$ cat config.mk
export PLATFORM = sky130hd
export DESIGN_NAME = isram_ctrl_flat
export DESIGN_NICKNAME = d
export VERILOG_FILES = /design/src/rtl/isram_ctrl_if.sv /design/src/rtl/isram_ctrl.sv /design/src/flat_wrapper.sv
export SDC_FILE = /design/constraint.sdc
export NUM_CORES = 1
export LEC_CHECK = 0
export ABC_AREA = 1
export BUFFER_PORTS_ARGS = -buffer_cell sky130_fd_sc_hd__buf_2
export CAP_MARGIN = 20
export CORE_AREA = 2 2 137 139
export CTS_BUF_LIST = sky130_fd_sc_hd__clkbuf_4
export DETAILED_ROUTE_END_ITERATION = 7
export DIE_AREA = 0 0 139 141
export PLACE_DENSITY = 0.49
export SETUP_SLACK_MARGIN = 0.3
export SYNTH_ARGS = -nofsm -noshare
export SYNTH_HDL_FRONTEND = slang
export SYNTH_SLANG_ARGS = --single-unit
$ cat constraint.sdc
create_clock -name clk -period 1.15 [get_ports clk]
set_input_delay 0 -clock clk [delete_from_list [all_inputs] [get_ports clk]]
set_output_delay 0 -clock clk [all_outputs]
set_load 0.01 [all_outputs]
$ cat src/rtl/isram_ctrl_if.sv
// Fetch and load/store side of the instruction-SRAM controller.
// The requesting core drives through master; isram_ctrl responds through slave.
interface isram_ctrl_if;
   logic        isram_cs;
   logic [31:3] isram_adr;
   logic [63:0] instr_fromsram;
   logic        lsu_req;
   logic        lsu_we;
   logic [31:0] lsu_adr;
   logic [31:0] lsu_wdata;
   logic [3:0]  lsu_be;
   logic        lsu_gnt;
   logic        lsu_rvalid;
   logic [31:0] lsu_rdata;
   logic        lsu_err;
   logic        lr_isram_cs;
   logic        lr_isram_cs_ff;

   modport master (
      output isram_cs, isram_adr, lsu_req, lsu_we, lsu_adr, lsu_wdata, lsu_be,
      input  instr_fromsram, lsu_gnt, lsu_rvalid, lsu_rdata, lsu_err,
             lr_isram_cs, lr_isram_cs_ff
   );

   modport slave (
      input  isram_cs, isram_adr, lsu_req, lsu_we, lsu_adr, lsu_wdata, lsu_be,
      output instr_fromsram, lsu_gnt, lsu_rvalid, lsu_rdata, lsu_err,
             lr_isram_cs, lr_isram_cs_ff
   );
endinterface

$ cat src/rtl/isram_ctrl.sv
// Single-port 64-bit ISRAM arbiter: fetch reads by default, LSU steals the macro
// for a fixed two-cycle access followed by at least one fetch slot.
module isram_ctrl #(
   parameter int unsigned ISRAM_AW   = 13,
   parameter logic [31:0] ISRAM_BASE = 32'h0000_0000
) (
   input  logic                clk,
   input  logic                cpurst_n,
   isram_ctrl_if.slave         bus,
   output logic                mem_cs,
   output logic                mem_we,
   output logic [ISRAM_AW-1:0] mem_adr,
   output logic [63:0]         mem_wdata,
   output logic [7:0]          mem_bwe,
   input  logic [63:0]         mem_rdata
);
   typedef enum logic [1:0] {IDLE, LS_ACC, LS_RSP} state_t;

   state_t                r_state;
   state_t                w_state_next;
   logic                  r_we;
   logic [ISRAM_AW+2:2]   r_adr;
   logic [31:0]           r_wdata;
   logic [3:0]            r_be;
   logic                  r_err;
   logic                  r_lr_cs;
   logic                  r_lr_cs_ff;
   logic [31:0]           w_offset;
   logic                  w_err;
   logic                  w_unused;

   // Region check uses 32-bit wrap so addresses below the base also error.
   assign w_offset = bus.lsu_adr - ISRAM_BASE;
   assign w_err    = (w_offset >> (ISRAM_AW + 3)) != 32'd0;
   assign w_unused = ^{bus.isram_adr[31:ISRAM_AW+3], bus.lsu_adr[1:0]};

   assign bus.instr_fromsram = mem_rdata;
   assign bus.lr_isram_cs    = r_lr_cs;
   assign bus.lr_isram_cs_ff = r_lr_cs_ff;
   assign mem_wdata          = {r_wdata, r_wdata};

   generate
      for (genvar gi = 0; gi < 8; gi++) begin : g_bwe
         localparam bit HI_LANE = (gi >= 4);
         assign mem_bwe[gi] = (r_adr[2] == HI_LANE) && r_be[gi % 4];
      end
   endgenerate

   always_ff @(posedge clk or negedge cpurst_n) begin
      if (!cpurst_n) begin
         r_state    <= IDLE;
         r_we       <= 1'b0;
         r_adr      <= '0;
         r_wdata    <= '0;
         r_be       <= '0;
         r_err      <= 1'b0;
         r_lr_cs    <= 1'b0;
         r_lr_cs_ff <= 1'b0;
      end else begin
         r_state    <= w_state_next;
         r_lr_cs    <= (w_state_next != IDLE);
         r_lr_cs_ff <= r_lr_cs;
         if (r_state == IDLE && bus.lsu_req) begin
            r_we    <= bus.lsu_we;
            r_adr   <= bus.lsu_adr[ISRAM_AW+2:2];
            r_wdata <= bus.lsu_wdata;
            r_be    <= bus.lsu_be;
            r_err   <= w_err;
         end
      end
   end

   always_comb begin
      w_state_next   = r_state;
      bus.lsu_gnt    = 1'b0;
      bus.lsu_rvalid = 1'b0;
      bus.lsu_err    = 1'b0;
      bus.lsu_rdata  = 32'd0;
      mem_cs         = 1'b0;
      mem_we         = 1'b0;
      mem_adr        = r_adr[ISRAM_AW+2:3];
      case (r_state)
         IDLE: begin
            bus.lsu_gnt = bus.lsu_req;
            mem_cs      = bus.isram_cs;
            mem_adr     = bus.isram_adr[ISRAM_AW+2:3];
            if (bus.lsu_req) w_state_next = LS_ACC;
         end
         LS_ACC: begin
            mem_cs       = ~r_err;
            mem_we       = r_we;
            w_state_next = LS_RSP;
         end
         LS_RSP: begin
            bus.lsu_rvalid = 1'b1;
            bus.lsu_err    = r_err;
            if (!r_we && !r_err)
               bus.lsu_rdata = r_adr[2] ? mem_rdata[63:32] : mem_rdata[31:0];
            w_state_next = IDLE;
         end
         default: w_state_next = IDLE;
      endcase
   end
endmodule

$ cat src/flat_wrapper.sv
// flat-port wrapper written by rule: the top's interface ports become plain ports
module isram_ctrl_flat 
#(
   parameter int unsigned ISRAM_AW   = 13,
   parameter logic [31:0] ISRAM_BASE = 32'h0000_0000
)
  (clk, cpurst_n, mem_cs, mem_we, mem_adr, mem_wdata, mem_bwe, mem_rdata, bus_isram_cs, bus_isram_adr, bus_lsu_req, bus_lsu_we, bus_lsu_adr, bus_lsu_wdata, bus_lsu_be, bus_instr_fromsram, bus_lsu_gnt, bus_lsu_rvalid, bus_lsu_rdata, bus_lsu_err, bus_lr_isram_cs, bus_lr_isram_cs_ff);
  isram_ctrl_if bus_i ();
  input  logic clk;
  input  logic cpurst_n;
  output logic mem_cs;
  output logic mem_we;
  output logic [ISRAM_AW-1:0] mem_adr;
  output logic [63:0] mem_wdata;
  output logic [7:0] mem_bwe;
  input  logic [63:0] mem_rdata;
  input wire logic [$bits(bus_i.isram_cs)-1:0] bus_isram_cs;
  input wire logic [$bits(bus_i.isram_adr)-1:0] bus_isram_adr;
  input wire logic [$bits(bus_i.lsu_req)-1:0] bus_lsu_req;
  input wire logic [$bits(bus_i.lsu_we)-1:0] bus_lsu_we;
  input wire logic [$bits(bus_i.lsu_adr)-1:0] bus_lsu_adr;
  input wire logic [$bits(bus_i.lsu_wdata)-1:0] bus_lsu_wdata;
  input wire logic [$bits(bus_i.lsu_be)-1:0] bus_lsu_be;
  output wire logic [$bits(bus_i.instr_fromsram)-1:0] bus_instr_fromsram;
  output wire logic [$bits(bus_i.lsu_gnt)-1:0] bus_lsu_gnt;
  output wire logic [$bits(bus_i.lsu_rvalid)-1:0] bus_lsu_rvalid;
  output wire logic [$bits(bus_i.lsu_rdata)-1:0] bus_lsu_rdata;
  output wire logic [$bits(bus_i.lsu_err)-1:0] bus_lsu_err;
  output wire logic [$bits(bus_i.lr_isram_cs)-1:0] bus_lr_isram_cs;
  output wire logic [$bits(bus_i.lr_isram_cs_ff)-1:0] bus_lr_isram_cs_ff;
  assign bus_i.isram_cs = bus_isram_cs;
  assign bus_i.isram_adr = bus_isram_adr;
  assign bus_i.lsu_req = bus_lsu_req;
  assign bus_i.lsu_we = bus_lsu_we;
  assign bus_i.lsu_adr = bus_lsu_adr;
  assign bus_i.lsu_wdata = bus_lsu_wdata;
  assign bus_i.lsu_be = bus_lsu_be;
  assign bus_instr_fromsram = bus_i.instr_fromsram;
  assign bus_lsu_gnt = bus_i.lsu_gnt;
  assign bus_lsu_rvalid = bus_i.lsu_rvalid;
  assign bus_lsu_rdata = bus_i.lsu_rdata;
  assign bus_lsu_err = bus_i.lsu_err;
  assign bus_lr_isram_cs = bus_i.lr_isram_cs;
  assign bus_lr_isram_cs_ff = bus_i.lr_isram_cs_ff;
  isram_ctrl #(.ISRAM_AW(ISRAM_AW), .ISRAM_BASE(ISRAM_BASE)) u_core (.clk(clk), .cpurst_n(cpurst_n), .bus(bus_i), .mem_cs(mem_cs), .mem_we(mem_we), .mem_adr(mem_adr), .mem_wdata(mem_wdata), .mem_bwe(mem_bwe), .mem_rdata(mem_rdata));
endmodule
==> summary.txt <==
CTS tree: done
IO buf count: 335
post-synth top area cell: dfrtp_1
failing checks: setup timing
pwr dens: 1250 nW/um^2
final core utilization: 35.1%
DP HPWL: 11200 um
Worst path top cell family by delay: buffers and inverters
antenna-violating nets left: 0
syn_nets: 676
Total Nets Final: 1002
setup TNS: -40.06 ns
Final Hold Fails: 0
first-pass GRT wire length: 23400 um
pin count of the biggest net entering global routing: 57
detailed-route wire length per cell: 14.5 um
Setup WS pre-CTS: -0.130 ns
slowest CP cell: dfrtp_2
crit path capture type: output port
setup ws final: -0.518 ns
crit share post-route: 145%
Setup Viol. Count Final: 112
commonest non-fill, non-tap cell in the layout: buf_2
Arr. time, crit path: 1.67 ns
TritonCTS buffer count: 5
Leakage: 3.63 nW
Crit Path Max Fanout: 3
clock slew at reported path FFs: 0.20 ns
Synth Register Bits: 56
All-Layer GR Usage: 15.4%
Die Span X: 139 um
Setup crit start kind: register
Post-Route WL: 15500 um
H-tree levels: 2
CP dominant cell by count: buf_6
Period minus WS final: 1.67 ns
yosys warns: 0
post-synth top area share: 39.3%
Hold WC Path Type: in2async
DP Cell Count: 976
via-per-instance ratio: 3.96
share of cells above drive strength 1: 54.0%
max_cap viols: 0
syn avg cell area: 6.99 sq um
worst hold slack: 0.0520 ns
Slew @ Worst Pin: 0.338 ns
clock latency on the worst-skew pair: 0.42 ns
Die ar.: 19600 sq um
Vias: 4242
Crit path largest cell delay: 0.48 ns
max frequency: 0.600 GHz
CTS max path bufs: 2
initial antenna violation count: 2
largest cells by area after synthesis: dfrtp_1, nand2_1, buf_4, a21oi_1, inv_1
Core ar.: 18300 sq um
most frequent cells in the layout: buf_2, nand2_1, dlygate4sd3_1, dfrtp_1, a21oi_2
RSZ-0062 raised after global routing: yes
Max VDD drop: 0.642 mV
Syn Inst Count: 510
row count: 50
Filler cells: 1936
routability cong.: 0.747
WP data required: 1.15 ns
clock skew: 0.0233 ns
total gr overflow: 0
kind of critical path: reg2out
clock sink count: 56
Cell Chain, Critical Path: nor2_4 > buf_4 > buf_6 > nand2_8 > buf_6 > buf_6 > inv_2 > buf_6
Remaining DRCs: 0
Slew Viols, Final: 0
CTS root buffer: clkbuf_4
synth unique cells: 16
drt first pass iters: 4
Layout Cells excl Fill: 1071
Die Ht: 141 um
Slew HR: 77.5%
sequential share of the synthesized area: 39.3%
status: complete, but fails checks
worst path bufs/invs: 6
Layout Area Growth over Synthesis: 79.8%
Post-Syn Area: 3570 sq um
vias in the first global route: 4053
Initial DRC Count: 93
antenna cells: 0
Initial Utilization: 19.5%
num ports: 354
==> registers in the layout, indices dropped and copies added (netlist names) <==
name and count:
u_core.r_be 4, u_core.r_err 1, u_core.r_wdata 32, u_core.bus.lr_isram_cs 1, u_core.bus.lr_isram_cs_ff 1, u_core.r_adr 14
u_core.r_state 2, u_core.r_we 1
==> synthesized netlist by cell type (all sizes together) <==
| cell type | number |
|---|---|
| a21oi | 32 |
| buf | 110 |
| clkbuf | 10 |
| dfrtp | 56 |
| inv | 16 |
| nand2 | 260 |
| nand3 | 1 |
| nor2 | 17 |
| nor3 | 1 |
| o21ai | 7 |
==> path summary, 6_finish.rpt <==
path	from	end	slack, ns	cells past startpoint
worst min-delay path	cpurst_n	u_core.r_wdata[21]	0.05	3
min in group clk	bus_lsu_req	u_core.r_adr[2]	0.05	5
worst max register to register	u_core.r_state[0]	u_core.r_wdata[23]	-0.45	9
max in group asynchronous	cpurst_n	u_core.r_wdata[9]	0.77	3
worst max-delay path	u_core.r_state[0]	bus_lsu_gnt	-0.52	8
worst min register to register	u_core.bus.lr_isram_cs	u_core.bus.lr_isram_cs_ff	0.44	0
==> through the flow <==
stage / power, W / cell area (sq um)
2_1_floorplan: 0.00492 / 3720
3_3_place_gp: 0.00608 / 5040
3_5_place_dp: 0.00609 / 5040
4_1_cts: 0.00791 / 6230
5_1_grt: 0.00865 / 6410
6_report: 0.00802 / 6410
==> metal layers <==
layer  wire, um  global-route usage, %
met3       1230                   4.08
met1       6300                   18.7
met2       7820                   27.5
met4        155                   3.14
met5         13                      0
==> tightest hold or removal path: stages <==
cell and delay (ns):
dlygate4sd3_1 0.52, buf_2 0.12, buf_12 0.27
==> layout make-up <==
cell class	count	area (sq um)	share of cell area [%]
clock buffers	5	37.5	0.585
clock inverters	3	25.0	0.390
inverters	16	76.3	1.19
multi-input cells	318	1500	23.4
flip-flops and latches	56	1400	21.9
well taps	234	293	4.56
repair buffers	438	3070	47.9
repair inverters	1	7.51	0.117
==> cell families (layout without fill, tap and decap cells) <==
family / Yosys count / after routing / synth area share, %
buffers and inverters: 136 / 463 / 25.5
AOI/OAI and AO/OA: 39 / 39 / 5.47
DFF: 56 / 56 / 39.3
and+or+nand+nor: 279 / 279 / 29.8
==> what timing repair did <==
item | CTS | global route
setup endpoints to repair | 179 | 179
pin swaps | 2 | 6
hold endpoints to repair | 108 | 0
gates resized for setup | 49 | 43
setup buffers | 8 | 3
hold buffers | 68 | 0
gates cloned | 8 | 0
==> where the power goes <==
part / leakage, nW / switching [W] / internal, W
Combinational: 2.90 / 0.00217 / 0.00204
Clock: 0.0375 / 0.000753 / 0.000260
Sequential: 0.688 / 0.000372 / 0.00242
No activity file was read; power rests on OpenSTA's default activity.
